==> src/rtl/aes_spi_pkg.sv <==
// Shared types and constants for the SPI initiator that drives the AES decrypt core.
package aes_spi_pkg;

    localparam int unsigned FRAME_BITS = 258;
    localparam int unsigned BIT_CNT_W  = 9;
    localparam int unsigned KEY_W      = 256;
    localparam int unsigned BLK_W      = 128;

    localparam logic [1:0] KS_128 = 2'b00;
    localparam logic [1:0] KS_192 = 2'b01;
    localparam logic [1:0] KS_256 = 2'b10;

    typedef enum logic [2:0] {
        ST_IDLE,
        ST_SETUP,
        ST_SHIFT,
        ST_HOLD,
        ST_WAIT,
        ST_FINISH
    } state_e;

    typedef enum logic [1:0] {
        PH_KEY,
        PH_MSG,
        PH_READ
    } phase_e;

    typedef struct packed {
        logic [1:0]       ks;
        logic [KEY_W-1:0] key;
        logic [BLK_W-1:0] data;
    } txn_t;

    // The reserved size code goes out on the wire as AES-256.
    function automatic logic [1:0] wire_ks(input logic [1:0] ks);
        return (ks == 2'b11) ? KS_256 : ks;
    endfunction

    function automatic logic [FRAME_BITS-1:0] frame_bits(input phase_e ph, input txn_t t);
        case (ph)
            PH_KEY:  return {wire_ks(t.ks), t.key};
            PH_MSG:  return {130'b0, t.data};
            default: return '0;
        endcase
    endfunction

endpackage

==> src/rtl/spi_clk_gen.sv <==
// Divider producing a 50% duty sclk with one-cycle edge strobes; idles low when disabled.
module spi_clk_gen #(
    parameter int unsigned CLK_DIV = 4
) (
    input  logic clk,
    input  logic rst_n,
    input  logic en,
    output logic sclk,
    output logic rise_tick,
    output logic fall_tick
);

    localparam int unsigned DIV_W = (CLK_DIV > 1) ? $clog2(CLK_DIV) : 1;

    logic [DIV_W-1:0] div_q, div_d;
    logic             sclk_q, sclk_d;
    logic             wrap_c;

    always_comb begin
        wrap_c    = en && (div_q == DIV_W'(CLK_DIV - 1));
        rise_tick = wrap_c && !sclk_q;
        fall_tick = wrap_c && sclk_q;
        div_d     = '0;
        sclk_d    = 1'b0;
        if (en) begin
            div_d  = wrap_c ? '0 : div_q + 1'b1;
            sclk_d = wrap_c ? ~sclk_q : sclk_q;
        end
    end

    always_ff @(posedge clk or negedge rst_n) begin
        if (!rst_n) begin
            div_q  <= '0;
            sclk_q <= 1'b0;
        end else begin
            div_q  <= div_d;
            sclk_q <= sclk_d;
        end
    end

    assign sclk = sclk_q;

endmodule

==> src/rtl/aes_spi_master.sv <==
// SPI initiator: key frame, ciphertext frame, free-running gap for the core, then plaintext read-back.
module aes_spi_master
    import aes_spi_pkg::*;
#(
    parameter int unsigned CLK_DIV   = 4,
    parameter int unsigned GAP_SCLKS = 64,
    parameter int unsigned CS_IDLE   = 2
) (
    input  logic             clk,
    input  logic             rst_n,
    input  logic             start,
    input  logic [1:0]       key_size,
    input  logic [KEY_W-1:0] key,
    input  logic [BLK_W-1:0] data_in,
    output logic             busy,
    output logic             done,
    output logic [BLK_W-1:0] data_out,
    output logic             cs,
    output logic             sclk,
    output logic             sdo,
    input  logic             sdi
);

    localparam int unsigned CNT_MAX0 = (CLK_DIV > CS_IDLE) ? CLK_DIV : CS_IDLE;
    localparam int unsigned CNT_MAX  = (CNT_MAX0 > GAP_SCLKS) ? CNT_MAX0 : GAP_SCLKS;
    localparam int unsigned CNT_W    = $clog2(CNT_MAX + 1);

    state_e                state_q, state_d;
    phase_e                phase_q, phase_d;
    logic [BIT_CNT_W-1:0]  bit_q, bit_d;
    logic [CNT_W-1:0]      cnt_q, cnt_d;
    txn_t                  txn_q, txn_d;
    logic [FRAME_BITS-1:0] tx_q, tx_d;
    logic [BLK_W-1:0]      rx_q, rx_d;
    logic [BLK_W-1:0]      dout_q, dout_d;
    logic                  cs_q, cs_d;
    logic                  sdo_q, sdo_d;
    logic                  busy_q, busy_d;
    logic                  done_q, done_d;
    logic                  clk_en_c;
    logic                  rise_tick, fall_tick;

    assign clk_en_c = (state_q == ST_SHIFT) || (state_q == ST_WAIT);

    spi_clk_gen #(
        .CLK_DIV(CLK_DIV)
    ) u_clk_gen (
        .clk       (clk),
        .rst_n     (rst_n),
        .en        (clk_en_c),
        .sclk      (sclk),
        .rise_tick (rise_tick),
        .fall_tick (fall_tick)
    );

    // Next-state and registered-output logic.
    always_comb begin
        state_d = state_q;
        phase_d = phase_q;
        bit_d   = bit_q;
        cnt_d   = cnt_q;
        txn_d   = txn_q;
        tx_d    = tx_q;
        rx_d    = rx_q;
        dout_d  = dout_q;
        cs_d    = cs_q;
        sdo_d   = sdo_q;
        busy_d  = busy_q;
        done_d  = 1'b0;

        case (state_q)
            ST_IDLE: begin
                if (start) begin
                    txn_d   = '{ks: key_size, key: key, data: data_in};
                    phase_d = PH_KEY;
                    tx_d    = frame_bits(PH_KEY, txn_d);
                    sdo_d   = tx_d[FRAME_BITS-1];
                    cs_d    = 1'b0;
                    busy_d  = 1'b1;
                    bit_d   = '0;
                    cnt_d   = '0;
                    state_d = ST_SETUP;
                end
            end

            ST_SETUP: begin
                if (cnt_q == CNT_W'(CLK_DIV - 1)) begin
                    cnt_d   = '0;
                    state_d = ST_SHIFT;
                end else begin
                    cnt_d = cnt_q + 1'b1;
                end
            end

            ST_SHIFT: begin
                if (rise_tick && (phase_q == PH_READ) && (bit_q < BIT_CNT_W'(BLK_W))) begin
                    rx_d = {rx_q[BLK_W-2:0], sdi};
                end
                if (fall_tick) begin
                    if (bit_q == BIT_CNT_W'(FRAME_BITS - 1)) begin
                        bit_d   = '0;
                        cnt_d   = '0;
                        cs_d    = 1'b1;
                        sdo_d   = 1'b0;
                        state_d = ST_HOLD;
                    end else begin
                        bit_d = bit_q + 1'b1;
                        sdo_d = tx_q[FRAME_BITS-2];
                        tx_d  = {tx_q[FRAME_BITS-2:0], 1'b0};
                    end
                end
            end

            ST_HOLD: begin
                bit_d = '0;
                if (cnt_q == CNT_W'(CS_IDLE - 1)) begin
                    cnt_d = '0;
                    case (phase_q)
                        PH_KEY: begin
                            phase_d = PH_MSG;
                            tx_d    = frame_bits(PH_MSG, txn_q);
                            sdo_d   = tx_d[FRAME_BITS-1];
                            cs_d    = 1'b0;
                            state_d = ST_SETUP;
                        end
                        PH_MSG:  state_d = ST_WAIT;
                        default: state_d = ST_FINISH;
                    endcase
                end else begin
                    cnt_d = cnt_q + 1'b1;
                end
            end

            // sclk keeps running with cs released so the core can finish decrypting.
            ST_WAIT: begin
                bit_d = '0;
                if (fall_tick) begin
                    if (cnt_q == CNT_W'(GAP_SCLKS - 1)) begin
                        cnt_d   = '0;
                        phase_d = PH_READ;
                        tx_d    = '0;
                        rx_d    = '0;
                        sdo_d   = 1'b0;
                        cs_d    = 1'b0;
                        state_d = ST_SETUP;
                    end else begin
                        cnt_d = cnt_q + 1'b1;
                    end
                end
            end

            ST_FINISH: begin
                dout_d  = rx_q;
                done_d  = 1'b1;
                busy_d  = 1'b0;
                phase_d = PH_KEY;
                state_d = ST_IDLE;
            end

            default: state_d = ST_IDLE;
        endcase
    end

    always_ff @(posedge clk or negedge rst_n) begin
        if (!rst_n) begin
            state_q <= ST_IDLE;
            phase_q <= PH_KEY;
            bit_q   <= '0;
            cnt_q   <= '0;
            txn_q   <= '0;
            tx_q    <= '0;
            rx_q    <= '0;
            dout_q  <= '0;
            cs_q    <= 1'b1;
            sdo_q   <= 1'b0;
            busy_q  <= 1'b0;
            done_q  <= 1'b0;
        end else begin
            state_q <= state_d;
            phase_q <= phase_d;
            bit_q   <= bit_d;
            cnt_q   <= cnt_d;
            txn_q   <= txn_d;
            tx_q    <= tx_d;
            rx_q    <= rx_d;
            dout_q  <= dout_d;
            cs_q    <= cs_d;
            sdo_q   <= sdo_d;
            busy_q  <= busy_d;
            done_q  <= done_d;
        end
    end

    assign busy     = busy_q;
    assign done     = done_q;
    assign data_out = dout_q;
    assign cs       = cs_q;
    assign sdo      = sdo_q;

endmodule
==> config.mk <==
export PLATFORM = sky130hd
export DESIGN_NAME = aes_spi_master
export DESIGN_NICKNAME = d
export VERILOG_FILES = /design/src/rtl/aes_spi_pkg.sv /design/src/rtl/spi_clk_gen.sv /design/src/rtl/aes_spi_master.sv
export SDC_FILE = /design/constraint.sdc
export NUM_CORES = 1
export LEC_CHECK = 0
export ABC_AREA = 1
export CAP_MARGIN = 0
export CORE_MARGIN = 3
export CORE_UTILIZATION = 31
export DETAILED_ROUTE_END_ITERATION = 7
export GPL_TIMING_DRIVEN = 0
export PLACE_DENSITY_LB_ADDON = 0.1
export SYNTH_ARGS = -nofsm -noshare
export SYNTH_HDL_FRONTEND = slang
export SYNTH_SLANG_ARGS = --single-unit
==> constraint.sdc <==
create_clock -name clk -period 3.65 [get_ports clk]
set_input_delay 0.73 -clock clk [delete_from_list [all_inputs] [get_ports clk]]
set_output_delay 0.73 -clock clk [all_outputs]
set_load 0.01 [all_outputs]
# --- Yosys cells after proc, flatten, opt, wreduce, memory -nomap -nowiden ---
# Cells that the tools add are included.
classes:
  n_addsub: 3
  n_lt_le_gt_ge: 1
  n_eq_ne: 24
  n_mux: 59
  n_bitwise: 1
  n_reduce_logical: 26
ops:
  columns: ["cell", "n"]
  rows:
  - ["$mux W257", 7]
  - ["$pmux W257 S4", 1]
  - ["$mux W128", 3]
  - ["$pmux W128 S2", 1]
  - ["$mux W7", 7]
  - ["$pmux W7 S5", 1]
  - ["$mux W9", 3]
  - ["$pmux W9 S3", 1]
  - ["$mux W3", 7]
  - ["$mux W2", 8]
  - ["$reduce_and A8 Y1", 2]
  - ["$pmux W3 S5", 1]
  - ["$mux W1", 14]
  - ["$ne A2 B2 Y1 const B", 7]
  - ["$reduce_and A7 Y1", 2]
  - ["$add A9 B1 Y9 const B", 1]
  - ["$eq A9 B9 Y1 const B", 1]
  - ["$lt A9 B8 Y1 const B", 1]
  - ["$ne A2 B1 Y1 const B", 4]
  - ["$pmux W1 S4", 2]
  - ["$pmux W2 S4", 1]
  - ["$reduce_bool A4 Y1", 2]
  - ["$add A7 B1 Y7 const B", 1]
  - ["$eq A7 B1 Y1 const B", 1]
  - ["other kinds (25)", 35]
totals:
  register_bits: 669
  inputBits: 390
  out_inout_bits: 133
  word_cells: 128

# --- Logic depth before layout (Yosys ltp) ---
depth:
  ltp_word: 8
  mapped_depth: 13
  depth_no_buf: 11

# --- Modules after synthesis ---
# From an unflattened synthesis, not the netlist that was laid out.
unflattened:
  hier_cells: 4192
  area_unflattened_um2: 32302.2
by_module_without_submodules:
  columns: ["mod", "instances", "cells_per_inst", "area_each_um2", "seq_area_each_um2"]
  rows:
  - ["aes_spi_master", 1, 4176, 32167.1, 16667.2]
  - ["spi_clk_gen", 1, 16, 135.1, 75.1]

# --- Least setup slack after synthesis ---
# OpenSTA, ideal clock, no wires.
synth_path:
  path_kind: "reg2reg"
  start: "register cnt_q[0]"
  end: "register tx_q[206]"
  setup_time_ps: 117
  t_arrival_ps: 1736
  required_ps: 3533
  setup_slack_ps: 1797
  path_stages_with_launch: 13
  path_buffers: 2
  synth_period_minus_slack_ps: 1853
  path_cell_list: "dfrtp_1 ha_1 nand2_1 nor2_1 nand2_1 nand2_1 nand3_2 inv_2 nand3_2 buf_4 buf_2 nand2_1 nand2_1"
synth_between:
  elab_chain_cells: 3
  elab_cells_between_ends: 5
  classes_between: "eq/ne (4); reduce/logical (1)"
synth_rtl:
  columns: ["element", "line", "text"]
  rows:
  - ["start: declaration", "aes_spi_master.sv:31", "logic [CNT_W-1:0] cnt_q, cnt_d;"]
  - ["start signal: assignment", "aes_spi_master.sv:182", "cnt_q <= cnt_d;"]
  - ["$eq A7 B1 Y1 or $eq A7 B6 Y1 (tied branches)", "aes_spi_master.sv:116, aes_spi_master.sv:138", null]
  - ["$ne A2 B2 Y1 (no line) or $ne A2 B1 Y1 (tied branches)", null, null]
  - ["$reduce_and A8 Y1 (no line) (*)", null, null]
  - ["end signal: assignment", "aes_spi_master.sv:184", "tx_q <= tx_d;"]
  - ["end: declaration", "aes_spi_master.sv:33", "logic [FRAME_BITS-1:0] tx_q, tx_d;"]
# Every way passes the cells marked *; elsewhere a longest branch is shown, timed or not.
# A chain may end at the register's enable or synchronous reset.

# --- Worst setup path in the final report ---
layout_path:
  start: "register state_q[2]"
  end: "register tx_q[127]"
layout_between:
  elab_chain_cells: 6
  elab_cells_between_ends: 17
  classes_between: "eq/ne (10); mux (1); reduce/logical (6)"
layout_rtl:
  columns: ["element", "line", "text"]
  rows:
  - ["start: declaration", "aes_spi_master.sv:28", "state_e state_q, state_d;"]
  - ["start signal: assignment", "aes_spi_master.sv:179", "state_q <= state_d;"]
  - ["$eq A3 B2 Y1 or $eq A3 B3 Y1 (tied branches)", "aes_spi_master.sv:43, aes_spi_master.sv:71", null]
  - ["$logic_or A1 B1 Y1", "aes_spi_master.sv:43", "assign clk_en_c = (state_q == ST_SHIFT) || (state_q == ST_WAIT);"]
  - ["$logic_and A1 B1 Y1", "spi_clk_gen.sv:20", "wrap_c = en && (div_q == DIV_W'(CLK_DIV - 1));"]
  - ["$logic_and A1 B1 Y1", "spi_clk_gen.sv:22", "fall_tick = wrap_c && sclk_q;"]
  - ["$ne A2 B2 Y1 (no line)", null, null]
  - ["$reduce_and A8 Y1 (no line)", null, null]
# Parallel ways exist; a longest one is shown, timed or not.

==> metrics.md <==
| Metric | Value |
|---|---|
| Die boundary height | between 300 and 400 um |
| Starting utilization of the core area | between 30% and 40% |
| Vias in the first global route | between 20000 and 30000 |
| First-pass GRT wire length | approximately 150000 um |
| Overall overflow remaining after global route | 0 |
| TritonCTS clock tree | yes |
| Number of cells on the worst reg-to-reg path | 10 |
| I/O pins | around 520 |
| Number of vias after detailed routing | ~26000 |
| Reported leakage power | between 20 and 25 nW |
| EDFF count, synth | 0 |
| Clock-pin slew of the registers on the worst-case setup and hold paths | around 0.060 ns |
| Post-Syn Nets | 4100 |
| Maximum clock frequency | roughly 350 MHz |
| Num Clock Sinks | roughly 670 |
| Critical Path Max Stage Delay | roughly 0.83 ns |
| Kind of start point of the critical path | flop |
| Max VDD drop | about 0.00029 V |
| Unrepaired setup endpoints after global routing | false |
| Type of the setup path with the least slack | reg -> reg |
| Pwr per Cell Area | approximately 400 nW/um^2 |
| Area growth, synth to finish | 31.4% |
| Wire length after detailed routing | between 90000 and 100000 um |
| Number of vias per cell after detailed routing | between 4 and 5 |
| Total iterations of the first detailed-routing run | 5 |
| Count of final setup violators | 0 |
| Measured slew at the worst slew-check pin | between 1 and 1.5 ns |
| Total of max-cap violations | 0 |
| Top FF cell, synth | dfrtp_1 |
| Starting DRC count in detailed routing | approximately 1800 |
| Count of hold-fix buffers inserted at cts | 0 |
| Final Net Count | around 4700 |
| Maximum number of pins on one net before global-route repair | ~110 |
| Dpl hpwl | roughly 70000 um |
| Global-route total usage across every layer | a little under a fifth |
| Minimum period implied by the final worst setup slack | 2.85 ns |
| Mean cell area of the mapped netlist | 8.30 sq um |
| Global routing usage on met1 | about a quarter |
| Clock insertion delay at the later pin of the skew report | between 0.6 and 0.7 ns |
| Buffers added on ports | ~520 |
| Busiest layer in global routing | met2 |
| Die area | between 100000 and 150000 sq um |
| Die width | 321 um |
| Crit-path max FO | 10 |
| Share of flip-flops with an asynchronous set or reset after synthesis | 100% |
| Commonest cells after routing, fill and taps aside | 1622 x nand2_1, 668 x dfrtp_1, 521 x clkdlybuf4s50_1 |
| Drt wl/cell | approximately 17 um |
| Endpoint class of the critical path | flop |
| DRC viols | 0 |
| Critical Path AT | around 3.4 ns |
| Deepest level of the CTS H-tree | 3 |
| Yosys warning total | 0 |
| Number of antenna violations at the first check in global routing | between 40 and 50 |
| Final-layout setup total negative slack | 0 ns |
| Number of cell rows | between 100 and 150 |
| Number of synthesized register bits | about 670 |
| Final-report hold violation count | 0 |
| Post-layout worst setup margin | roughly 0.80 ns |
| Worst-path cell chain | buf_2 -> inv_2 -> nand2_1 -> nor2_1 -> clkbuf_1 -> clkbuf_1 -> a22oi_1 -> nand2_1 -> nand3_1 -> nand2_1 |
| Share of layout cells above drive strength 1 | roughly a tenth |
| Fraction of met2 tracks used by global routing | a little under a third |
| Result of the run | completed |
| Pins Over Slew Limit | 0 |
| Placeable core area | between 90000 and 100000 sq um |
| Tightest Hold Check Type | in -> async |
| Post-route ant nets | 0 |
| Buffer levels on the longest clock path | 3 |
| CP most frequent cell | nand2_1 |
| Cell count after synthesis | approximately 3700 |
| Setup skew after layout | roughly 0.013 ns |
| Buffer type at the clock tree root | clkbuf_16 |
| Worst rel slew slack | between 20% and 30% |
| Final worst path period share | between 70% and 80% |
| Req. time, crit path | approximately 4.2 ns |
| Share of the yosys chip area belonging to registers | around 54% |
| Met3 Use GR | between 6 and 7% |
| Number of buffers created by CTS | just over 80 |
| Final GP Congestion | a little over 0.8 |
| Slowest cell on crit path | clkbuf_1 |
| Resize count post-CTS | 0 |
| Area of the mapped netlist | about 31000 sq um |
| Pre-CTS setup slack | around 0.51 ns |
| Setup Fix Bufs, Post-CTS | 0 |
| Synth unique cells | 36 |
| Most common cell after layout, fill and taps aside | nand2_1 |
synthesized netlist by cell type, drive strengths merged, types with 2 or more instances:
| master | n | area, sq um |
|---|---|---|
| ha | 5 | 62.6 |
| clkbuf | 97 | 364 |
| nand2 | 1623 | 6100 |
| dfrtp | 668 | 16700 |
| buf | 157 | 897 |
| nand3b | 3 | 22.5 |
| a21boi | 2 | 15.0 |
| nand4 | 3 | 18.8 |
| o21ai | 144 | 724 |
| mux2 | 127 | 1430 |
| xor2 | 4 | 35.0 |
| o21bai | 2 | 15.0 |
| nand3 | 410 | 2070 |
| o31ai | 3 | 22.5 |
| a21oi | 4 | 20.0 |
| inv | 163 | 612 |
| a22oi | 128 | 961 |
| nor2 | 154 | 601 |
critical path, delay by kind of cell (launching register included):
family | cells | cell delay (ns)
compound gates | 1 | 0.18
buf+inv | 4 | 1.67
flops | 1 | 0.36
simple gates | 5 | 0.56
routing by layer:
layer,wire (um),vias up,share of wire [%]
met5,345,-,0.35
met3,7370,178,7.5
met2,46300,569,47
li1,-,13100,-
met1,42400,12500,43
met4,2030,50,2.1
final timing paths:
kind | end | slack [ns] | startpoint
max in group asynchronous | tx_q[64]$_DFFE_PN0P_ | 1.62 | rst_n
min in group clk | u_clk_gen.div_q[0]$_DFF_PN0_ | 0.44 | u_clk_gen.div_q[0]$_DFF_PN0_
worst min register to register | u_clk_gen.div_q[0]$_DFF_PN0_ | 0.44 | u_clk_gen.div_q[0]$_DFF_PN0_
worst max register to register | tx_q[127]$_DFFE_PN0P_ | 0.80 | state_q[2]$_DFFE_PN0P_
worst min-delay path | data_out[104]$_DFFE_PN0P_ | 0.07 | rst_n
worst max-delay path | tx_q[127]$_DFFE_PN0P_ | 0.80 | state_q[2]$_DFFE_PN0P_
stage by stage:
step | hold WS (ns) | std cells | util, % | area (sq um) | power, mW
final | 0.0745 | 5669 | 41.4 | 40400 | 16.1
after global routing | 0.107 | 5654 | 41.4 | 40400 | 16.7
after CTS | 0.0788 | 5649 | 41.4 | 40400 | 16.4
after detailed placement | 0.434 | 5509 | 38.7 | 37800 | 8.19
after global placement | 0.429 | 5503 | 38.5 | 37600 | 8.20
after floorplan | 0.408 | 3705 | - | 30800 | 7.56
where the power goes:
part / leakage, nW / internal [mW] / switching [mW]
Combinational: 9.71 / 0.382 / 0.240
Sequential: 9.31 / 7.42 / 0
Clock: 1.29 / 4.84 / 3.22
Total: 20.3 / 12.6 / 3.46
flip-flops by register name, summed over array words and instances (netlist names):
| signal | cells |
|---|---|
| rx_q | 128 |
| done | 1 |
| cnt_q | 7 |
| tx_q | 257 |
| txn_q | 128 |
| u_clk_gen.div_q | 2 |
| bit_q | 9 |
| cs | 1 |
| u_clk_gen.sclk | 1 |
| busy | 1 |
| state_q | 3 |
| phase_q | 2 |
| sdo | 1 |
| data_out | 128 |
cell type report:
class | instances | area, sq um
Fill cell | 10100 | 57100
Sequential cell | 669 | 16700
Multi-Input combinational cell | 2619 | 12100
Timing Repair Buffer | 528 | 5400
Clock buffer | 123 | 2390
Tap cell | 1276 | 1600
Buffer | 254 | 1260
Inverter | 163 | 612
Clock inverter | 17 | 233
Antenna cell | 20 | 50.0
logic make-up after synthesis:
kind of cell	synth area share (%)
buf+inv	6.09
xor+xnor	0.114
mux	4.65
simple gates	28.7
fa+ha+maj	0.203
flops	54.4
compound gates	5.84
No activity file was read; power rests on OpenSTA's default activity.
